File: config.mk
export PLATFORM = sky130hd
export DESIGN_NAME = iir_axis_sample_tx
export DESIGN_NICKNAME = d
export VERILOG_FILES = /design/src/rtl/iir_pkg.sv /design/src/rtl/iir_sync_fifo.sv /design/src/rtl/iir_axis_sample_tx.sv
export SDC_FILE = /design/constraint.sdc
export NUM_CORES = 1
export LEC_CHECK = 0
export ABC_CLOCK_PERIOD_IN_PS = 4720
export BUFFER_PORTS_ARGS = -buffer_cell sky130_fd_sc_hd__buf_2
export CORE_ASPECT_RATIO = 2
export CORE_MARGIN = 1
export CORE_UTILIZATION = 61
export CTS_CLUSTER_SIZE = 24
export DETAILED_ROUTE_END_ITERATION = 8
export PLACE_DENSITY = 0.78
export SYNTH_ARGS = -nofsm -noshare
export SYNTH_HDL_FRONTEND = slang
export SYNTH_SLANG_ARGS = --single-unit
File: constraint.sdc
create_clock -name clk -period 4.72 [get_ports clk]
set_input_delay 0.472 -clock clk [delete_from_list [all_inputs] [get_ports clk]]
set_output_delay 0.472 -clock clk [all_outputs]
set_load 0.01 [all_outputs]
File: src/rtl/iir_pkg.sv
// Shared constants and types for the IIR filter sample transmitter.
package iir_pkg;

    // Q11.20 sample word, same format as the filter data path
    localparam int unsigned IIR_WIDTH    = 32;
    localparam int unsigned IIR_INT_LEN  = 11;
    localparam int unsigned IIR_FRAC_LEN = 20;

    typedef enum logic [1:0] {
        IDLE = 2'd0,
        RUN  = 2'd1,
        DONE = 2'd2
    } tx_state_e;

endpackage

File: src/rtl/iir_sync_fifo.sv
// Single-clock FIFO with a fall-through read port and an occupancy count.
// DEPTH must be a power of two (>= 2) so the pointers wrap naturally.
module iir_sync_fifo #(
    parameter int unsigned WIDTH = 32,
    parameter int unsigned DEPTH = 16
) (
    input  logic                     clk,
    input  logic                     rst,
    input  logic                     push,
    input  logic                     pop,
    input  logic [WIDTH-1:0]         wdata,
    output logic [WIDTH-1:0]         rdata,
    output logic [$clog2(DEPTH):0]   level,
    output logic                     full,
    output logic                     empty
);

    localparam int unsigned PTR_W = $clog2(DEPTH);

    logic [WIDTH-1:0] r_mem [DEPTH];
    logic [PTR_W-1:0] r_wr_ptr;
    logic [PTR_W-1:0] r_rd_ptr;
    logic [PTR_W:0]   r_level;
    logic             w_push;
    logic             w_pop;

    // Guard against overflow/underflow regardless of the caller
    assign w_push = push && !full;
    assign w_pop  = pop && !empty;

    // Pointer and occupancy bookkeeping
    always_ff @(posedge clk) begin
        if (rst) begin
            r_wr_ptr <= '0;
            r_rd_ptr <= '0;
            r_level  <= '0;
        end else begin
            if (w_push) begin
                r_wr_ptr <= r_wr_ptr + 1'b1;
            end
            if (w_pop) begin
                r_rd_ptr <= r_rd_ptr + 1'b1;
            end
            case ({w_push, w_pop})
                2'b10:   r_level <= r_level + 1'b1;
                2'b01:   r_level <= r_level - 1'b1;
                default: r_level <= r_level;
            endcase
        end
    end

    // Storage array; contents need no reset since level gates every read
    always_ff @(posedge clk) begin
        if (w_push) begin
            r_mem[r_wr_ptr] <= wdata;
        end
    end

    assign rdata = r_mem[r_rd_ptr];
    assign level = r_level;
    assign full  = (32'(r_level) == DEPTH);
    assign empty = (r_level == '0);

endmodule

File: src/rtl/iir_axis_sample_tx.sv
// AXI-Stream master that sends buffered samples to the IIR filter input in
// frames of frame_len beats, marking the final beat with tlast.
// Optional feature: define IIR_TX_UNDERRUN_CNT_EN to add the underrun_cnt output,
// which counts RUN cycles where a beat could have been issued but the FIFO was empty.
module iir_axis_sample_tx
    import iir_pkg::*;
#(
    parameter int unsigned WIDTH      = IIR_WIDTH,
    parameter int unsigned FIFO_DEPTH = 16,
    parameter int unsigned LEN_W      = 16
) (
    input  logic                          clk,
    input  logic                          rst,
    input  logic                          start,
    input  logic [LEN_W-1:0]              frame_len,
    input  logic                          in_valid,
    input  logic [WIDTH-1:0]              in_data,
    output logic                          in_ready,
    output logic                          m00_axis_tvalid,
    output logic [WIDTH-1:0]              m00_axis_tdata,
    output logic [WIDTH/8-1:0]            m00_axis_tstrb,
    output logic                          m00_axis_tlast,
    input  logic                          m00_axis_tready,
    output logic                          busy,
    output logic                          done,
    output logic [$clog2(FIFO_DEPTH):0]   fifo_level
`ifdef IIR_TX_UNDERRUN_CNT_EN
    ,
    output logic [15:0]                   underrun_cnt
`endif
);

    tx_state_e                        r_state;
    tx_state_e                        w_state_next;
    logic [LEN_W-1:0]                 r_remaining;
    logic                             r_tvalid;
    logic [WIDTH-1:0]                 r_tdata;
    logic                             r_tlast;

    logic [WIDTH-1:0]                 w_fifo_rdata;
    logic [$clog2(FIFO_DEPTH):0]      w_fifo_level;
    logic                             w_fifo_full;
    logic                             w_fifo_empty;
    logic                             w_push;
    logic                             w_start_acc;
    logic                             w_hs;
    logic                             w_load;

    // in_ready comes from the registered level only: a pop in the same cycle
    // does not free a slot for a push while full.
    assign in_ready    = !w_fifo_full;
    assign w_push      = in_valid && in_ready;
    assign w_start_acc = (r_state == IDLE) && start && (frame_len != '0);
    assign w_hs        = r_tvalid && m00_axis_tready;
    assign w_load      = (r_state == RUN) && (r_remaining != '0) && !w_fifo_empty &&
                         (!r_tvalid || m00_axis_tready);

    iir_sync_fifo #(
        .WIDTH (WIDTH),
        .DEPTH (FIFO_DEPTH)
    ) u_fifo (
        .clk   (clk),
        .rst   (rst),
        .push  (w_push),
        .pop   (w_load),
        .wdata (in_data),
        .rdata (w_fifo_rdata),
        .level (w_fifo_level),
        .full  (w_fifo_full),
        .empty (w_fifo_empty)
    );

    // State register
    always_ff @(posedge clk) begin
        if (rst) begin
            r_state <= IDLE;
        end else begin
            r_state <= w_state_next;
        end
    end

    // Next-state and status decode
    always_comb begin
        w_state_next = r_state;
        busy         = 1'b0;
        done         = 1'b0;
        unique case (r_state)
            IDLE: begin
                if (w_start_acc) begin
                    w_state_next = RUN;
                end
            end
            RUN: begin
                busy = 1'b1;
                // remaining hits zero only once the tlast beat is loaded
                if ((r_remaining == '0) && w_hs) begin
                    w_state_next = DONE;
                end
            end
            DONE: begin
                busy         = 1'b1;
                done         = 1'b1;
                w_state_next = IDLE;
            end
            default: begin
                w_state_next = IDLE;
            end
        endcase
    end

    // Beats still to be loaded in the current frame; starts are only taken in IDLE
    always_ff @(posedge clk) begin
        if (rst) begin
            r_remaining <= '0;
        end else if (w_start_acc) begin
            r_remaining <= frame_len;
        end else if (w_load) begin
            r_remaining <= r_remaining - 1'b1;
        end
    end

    // AXIS output register: reload on pop, otherwise hold until handshake
    always_ff @(posedge clk) begin
        if (rst) begin
            r_tvalid <= 1'b0;
            r_tdata  <= '0;
            r_tlast  <= 1'b0;
        end else if (w_load) begin
            r_tvalid <= 1'b1;
            r_tdata  <= w_fifo_rdata;
            r_tlast  <= (r_remaining == LEN_W'(1));
        end else if (w_hs) begin
            r_tvalid <= 1'b0;
            r_tlast  <= 1'b0;
        end
    end

    assign m00_axis_tvalid = r_tvalid;
    assign m00_axis_tdata  = r_tdata;
    assign m00_axis_tlast  = r_tlast;
    assign m00_axis_tstrb  = {(WIDTH/8){r_tvalid}};
    assign fifo_level      = w_fifo_level;

`ifdef IIR_TX_UNDERRUN_CNT_EN
    logic [15:0] r_underrun_cnt;
    logic        w_underrun;

    assign w_underrun = (r_state == RUN) && (r_remaining != '0) && w_fifo_empty &&
                        (!r_tvalid || m00_axis_tready);

    // Saturating count of starved beat slots, cleared per frame
    always_ff @(posedge clk) begin
        if (rst || w_start_acc) begin
            r_underrun_cnt <= '0;
        end else if (w_underrun && (r_underrun_cnt != 16'hFFFF)) begin
            r_underrun_cnt <= r_underrun_cnt + 16'd1;
        end
    end

    assign underrun_cnt = r_underrun_cnt;
`endif

endmodule
==> impl_metrics.ini, run 1 <==
[flow_run]
maxCapViolCount = 0

[global_routing]
grt_use_total = 0.266
grt_pass1_wl_microns = 70800
grt_max_degree = 61
antenna_found_initial = 1
first_global_vias = 11800
grt_overflow = 0

[routing]
ant_nets = 0
drt-initial-drc-count = 1099
via_count = 11600
dr.pass1.iters = 5
drc = 0
routed_wl_microns = 47600
wl_per_cell_microns = 26.7
vias_per_cell = 6.50

[critical_path]
r2r_slack_ns = 1.34
crit_path_max_fanout = 7
startpoint_type = register
ff2ff_path_depth = 14
end_kind = register
critical_path.startpoint = r_remaining[0]
required_ns = 5.20
crit_type = register to register
worstReg2RegEnd = u_fifo.level[4]
critPathArrivalTime_ns = 3.86
r2r-start = r_remaining[0]
crit_end = u_fifo.level[4]

[synth]
synth_top_area_share = 0.690
synth_warnings = 0
ys_ff_latch = 577
syn_area_per_cell_sq_um = 18.8
synth.distinct_cells = 50
synth.cells.most_frequent = edfxtp_1, mux4_2, nand2_1
synthArstFlopShare = 0
synth_top_area_cell = edfxtp_1
synth_ff_type = edfxtp_1
synth_area_sq_mm = 0.0223
yosysMostFrequentCell = edfxtp_1
synth_edf_count = 512
syn-instance-count = 1185
synth_nets = 1254
yosysSeqAreaShare = 0.748
synthTopCellsByArea = edfxtp_1, mux4_2, dfxtp_1, a22oi_1, nand2_1

[placement]
dpl_cell_area_sq_mm = 0.0234
port_buffers = 98
dp_hpwl_microns = 26300
routabilityCongestion = 0.853

[clock_network]
cts_buffer_depth = 3
path_clk_slew_ns = 0.07
post_cts_buffers = 0
root_buffer = clkbuf_16
cts_made_buffers = 46
cts_tree = built
cts-resized-gates = 0
cts_sinks = 577
ctsHoldBuffers = 0
cts_max_level = 2
clk_latency_ns = 0.56

[sta]
period_share = 0.716
rsz0062_at_grt = false
tns_ns = 0
fin_worst_skew_ns = 0.0240
worstMarginPinSlew_ns = 1.11
fmax_ghz = 0.296
max_slew_margin = 0.259
maxSlewViolCount = 0
setup_viol = 0
hold_violations = 0
post-route-min-period_ns = 3.38
whs_ns = 0.208

[run_status]
status = completed

[min_path]
hold_path_class = primary input to register

[power_and_ir_drop]
p_int_uw = 8370
p_comb_frac = 0.107
leakage_uw = 0.00794
seq_power_share = 0.537
ir_drop_mv = 0.364
p_sw_frac = 0.226
p_clk_frac = 0.356
switching_power_uw = 2450
pwr_density_cell_mw_per_mm2 = 434

[floorplanning]
die_area_sq_mm = 0.0374
fp-row-count = 98
die_w_microns = 137
pin_count = 99
die_height_microns = 272
core_sq_mm = 0.0359
initial_utilization = 0.620

[final_layout]
layout.area.seq_sq_mm = 0.0167
design_area_sq_mm = 0.0249
drive_gt1_frac = 0.266
multi_input_area_sq_mm = 0.00538
layout.nets = 1359
fill_cells = 2196
area_growth_pct = 11.9
-- per-layer routing --
| layer | share of wire | vias up | wire length (microns) | GRT usage |
|---|---|---|---|---|
| li1 | - | 4957 | - | - |
| met1 | 0.36 | 5900 | 17200 | 0.332 |
| met2 | 0.53 | 582 | 25300 | 0.462 |
| met3 | 0.063 | 126 | 3010 | 0.0369 |
| met4 | 0.044 | 0 | 2120 | 0.117 |
| met5 | 0 | - | 0 | 0 |
-- critical path: stages (launching register included) --
cell	delay (ns)
dfxtp_1	0.42
inv_1	0.09
ha_1	0.20
nor3b_2	0.20
and4_1	0.27
or2_2	0.33
inv_2	0.06
ha_1	0.22
inv_1	0.11
fa_1	0.40
nor2b_1	0.17
o21ai_0	0.11
and3_1	0.20
or4_1	0.39
a21oi_1	0.14
-- cell type report --
| cell class | count | share of cell area |
|---|---|---|
| flip-flops and latches | 577 | 0.669 |
| multi-input cells | 522 | 0.216 |
| clock buffers | 73 | 0.0543 |
| repair buffers | 129 | 0.0305 |
| well taps | 450 | 0.0226 |
| clock inverters | 12 | 0.00592 |
| inverters | 14 | 0.00211 |
| diodes | 1 | 0.000100 |
-- power groups by stage --
stage / logic (uW) / registers, uW / clock network, uW
floorplan: 842 / 5880 / 0
global placement: 1130 / 5910 / 0
detailed placement: 1150 / 5920 / 0
CTS: 1170 / 5810 / 3890
global route: 1260 / 5820 / 4050
finish: 1150 / 5810 / 3850
-- cell usage in the layout (no fill, tap or decap), drive strengths merged, types with 3 or more instances in the layout --
cell type / synthesis / final
edfxtp: 512 / 512
buf: 31 / 129
mux4: 128 / 128
nand2: 111 / 111
clkbuf: 41 / 73
a22oi: 65 / 65
dfxtp: 65 / 65
a21oi: 43 / 43
nor2: 43 / 43
xnor2: 19 / 19
nor4: 18 / 18
ha: 15 / 15
inv: 14 / 15
a211oi: 13 / 13
nand2b: 9 / 9
nor3: 8 / 8
clkinv: 0 / 6
nand3: 5 / 5
nor2b: 5 / 5
nor3b: 4 / 4
or3: 3 / 3
xor2: 3 / 3
nand3b: 3 / 3
bufinv: 0 / 3
-- cell families (layout without fill, tap and decap cells) --
logic type / after synthesis / after routing / synth area share
AND/OR/NAND/NOR: 220 / 220 / 0.0459
flip-flops: 577 / 577 / 0.748
adder cells (fa/ha/maj): 16 / 16 / 0.00932
XOR/XNOR: 22 / 22 / 0.00864
other: 0 / 1 / 0
multiplexers: 130 / 130 / 0.130
AO/OA/AOI/OAI: 134 / 134 / 0.0411
buffers and inverters: 86 / 228 / 0.0168
-- per-stage QoR --
stage	utilization	total power, uW	instances	setup WS, ns
final	0.694	10800	1778	1.34
after global routing	0.694	11100	1778	1.19
after CTS	0.694	10900	1777	1.37
after detailed placement	0.652	7070	1692	1.40
after global placement	0.652	7040	1692	1.43
after floorplan	-	6730	1185	0.826
-- registers in the layout (all words and copies together), names as in the netlist --
signal / flops
r_remaining: 16
m00_axis_tdata: 32
r_state: 2
m00_axis_tvalid: 1
u_fifo.level: 5
u_fifo.r_mem: 512
u_fifo.r_wr_ptr: 4
u_fifo.r_rd_ptr: 4
m00_axis_tlast: 1
-- worst min path at each step --
stage | cells after the start | slack [ns] | end | startpoint
after floorplan | 2 | 0.46 | r_state[1] | r_state[1]
after global routing | 3 | 0.21 | r_remaining[1] | frame_len[1]
after detailed placement | 2 | 0.44 | m00_axis_tdata[13] | m00_axis_tdata[13]
after global placement | 2 | 0.44 | m00_axis_tdata[6] | m00_axis_tdata[6]
final | 3 | 0.21 | r_remaining[1] | frame_len[1]
after CTS | 3 | 0.19 | r_remaining[1] | frame_len[1]
No activity file was read; power rests on OpenSTA's default activity.
==> inputs of run 2 (changes only) <==
ABC_CLOCK_PERIOD_IN_PS = 3390   (was 4720)
clock period = 3.39 ns   (was 4.72 ns; I/O delays follow)
==> impl_metrics.ini, run 2 (synthesis results as in run 1) <==
[critical_path]
startpoint_type = register
ff2ff_path_depth = 14
crit_path_max_fanout = 4
worstReg2RegEnd = u_fifo.level[4]
path_buf_inv = 3
cp_slowest_cell = or4_1
r2r-start = r_remaining[1]
cp_common_cell = inv_1
max_stage_delay_ns = 0.40
crit_chain = inv_1, ha_1, nor3b_2, and4_1, or2_2, inv_2, ha_2, inv_1, fa_1, nor2b_1, o21ai_0, and3_1, or4_1, a21oi_1
r2r_slack_ns = 0.21
critPathArrivalTime_ns = 3.67
crit_family = simple AND/OR/NAND/NOR gates
end_kind = register
crit_type = register to register
required_ns = 3.88

[final_layout]
layout.nets = 1381
drive_gt1_frac = 0.281
final_common_cell = edfxtp_1
utilization = 0.701
largest_reg_flops = 512
area_growth_pct = 13.0
regMostFlops = u_fifo.r_mem
final_cell_mix = edfxtp_1, mux4_2, nand2_1

[sta]
fin_worst_skew_ns = 0.0165
hold_violations = 0
post-route-min-period_ns = 3.18
rsz0062_at_grt = false
maxSlewViolCount = 0
setup_viol = 0
worstMarginPinSlew_ns = 0.866
max_slew_margin = 0.417
period_share = 0.939
tns_ns = 0
fmax_ghz = 0.314

[global_routing]
first_global_vias = 12200
grt_max_degree = 38
antenna_found_initial = 1
grt_overflow = 0
grt_pass1_wl_microns = 71900
grt_use_total = 0.269

[clock_network]
cts_tree = built
ctsHoldBuffers = 0
path_clk_slew_ns = 0.07
cts_max_level = 2
cts_buffer_depth = 3
cts-resized-gates = 0
root_buffer = clkbuf_16
post_cts_buffers = 0
cts_sinks = 577
clk_latency_ns = 0.57
cts_made_buffers = 47

[floorplanning]
initial_utilization = 0.620
die_w_microns = 137
die_height_microns = 272
pin_count = 99
fp-row-count = 98
die_area_sq_mm = 0.0374
core_sq_mm = 0.0359

[flow_run]
maxCapViolCount = 0

[power_and_ir_drop]
pwr_density_cell_mw_per_mm2 = 599
leakage_uw = 0.00806
ir_drop_mv = 0.492

[routing]
ant_nets = 0
wl_per_cell_microns = 26.8
routed_wl_microns = 48200
vias_per_cell = 6.51
dr.pass1.iters = 5
drc = 0
drt-initial-drc-count = 1044
via_count = 11700

[placement]
port_buffers = 98
dp_hpwl_microns = 28800
routabilityCongestion = 0.825

[min_path]
min_to = r_remaining[1]
min_path_cells = 3
hold_path_class = primary input to register
hp-start = frame_len[1]

[run_status]
status = completed
## run 2: cell type report
cell class	instances	area, sq um
Sequential cell	577	16700
Fill cell	2195	10700
Multi-Input combinational cell	522	5400
Clock buffer	58	1230
Timing Repair Buffer	150	993
Tap cell	450	563
Clock inverter	29	269
Inverter	14	52.6
Antenna cell	1	2.50
## run 2: power by group
part / switching [uW] / internal [uW] / leakage [uW]
clock network: 2440 / 2910 / 0.000745
registers: 131 / 7920 / 0.00516
logic: 916 / 779 / 0.00216
total: 3490 / 11600 / 0.00806
## run 2: stage by stage
stage               hold slack (ns)  instances  total power [uW]  setup slack (ns)  instance area, sq um
detailed placement            0.444       1713              9900             0.241                 23700
global placement              0.441       1713              9850             0.271                 23700
CTS                          0.0328       1800             15200             0.209                 25200
global route                 0.0546       1801             15600            0.0561                 25200
finish                       0.0543       1801             15100             0.206                 25200
floorplan                     0.438       1185              9360           0.00942                 22300
## run 2: metal layers
metal / part of all wire / GRT usage / up-vias
li1: - / - / 5002
met1: 0.35 / 0.316 / 6088
met2: 0.55 / 0.486 / 521
met3: 0.055 / 0.0357 / 107
met4: 0.037 / 0.121 / 0
met5: 0 / 0 / -
## run 2: worst max path at each step
stage / from / cells after the start / slack (ns) / to
2_1_floorplan: r_remaining[0] / 17 / 0.009 / u_fifo.level[4]
3_3_place_gp: r_remaining[1] / 14 / 0.27 / u_fifo.level[4]
3_5_place_dp: r_remaining[1] / 14 / 0.24 / u_fifo.level[4]
4_1_cts: r_remaining[1] / 14 / 0.21 / u_fifo.level[4]
5_1_grt: r_remaining[1] / 14 / 0.06 / u_fifo.level[4]
6_report: r_remaining[1] / 14 / 0.21 / u_fifo.level[4]
## run 2: tightest hold or removal path, stage by stage
cell     delay (ns)
buf_2          0.10
nand2_1        0.06
a21oi_1        0.06
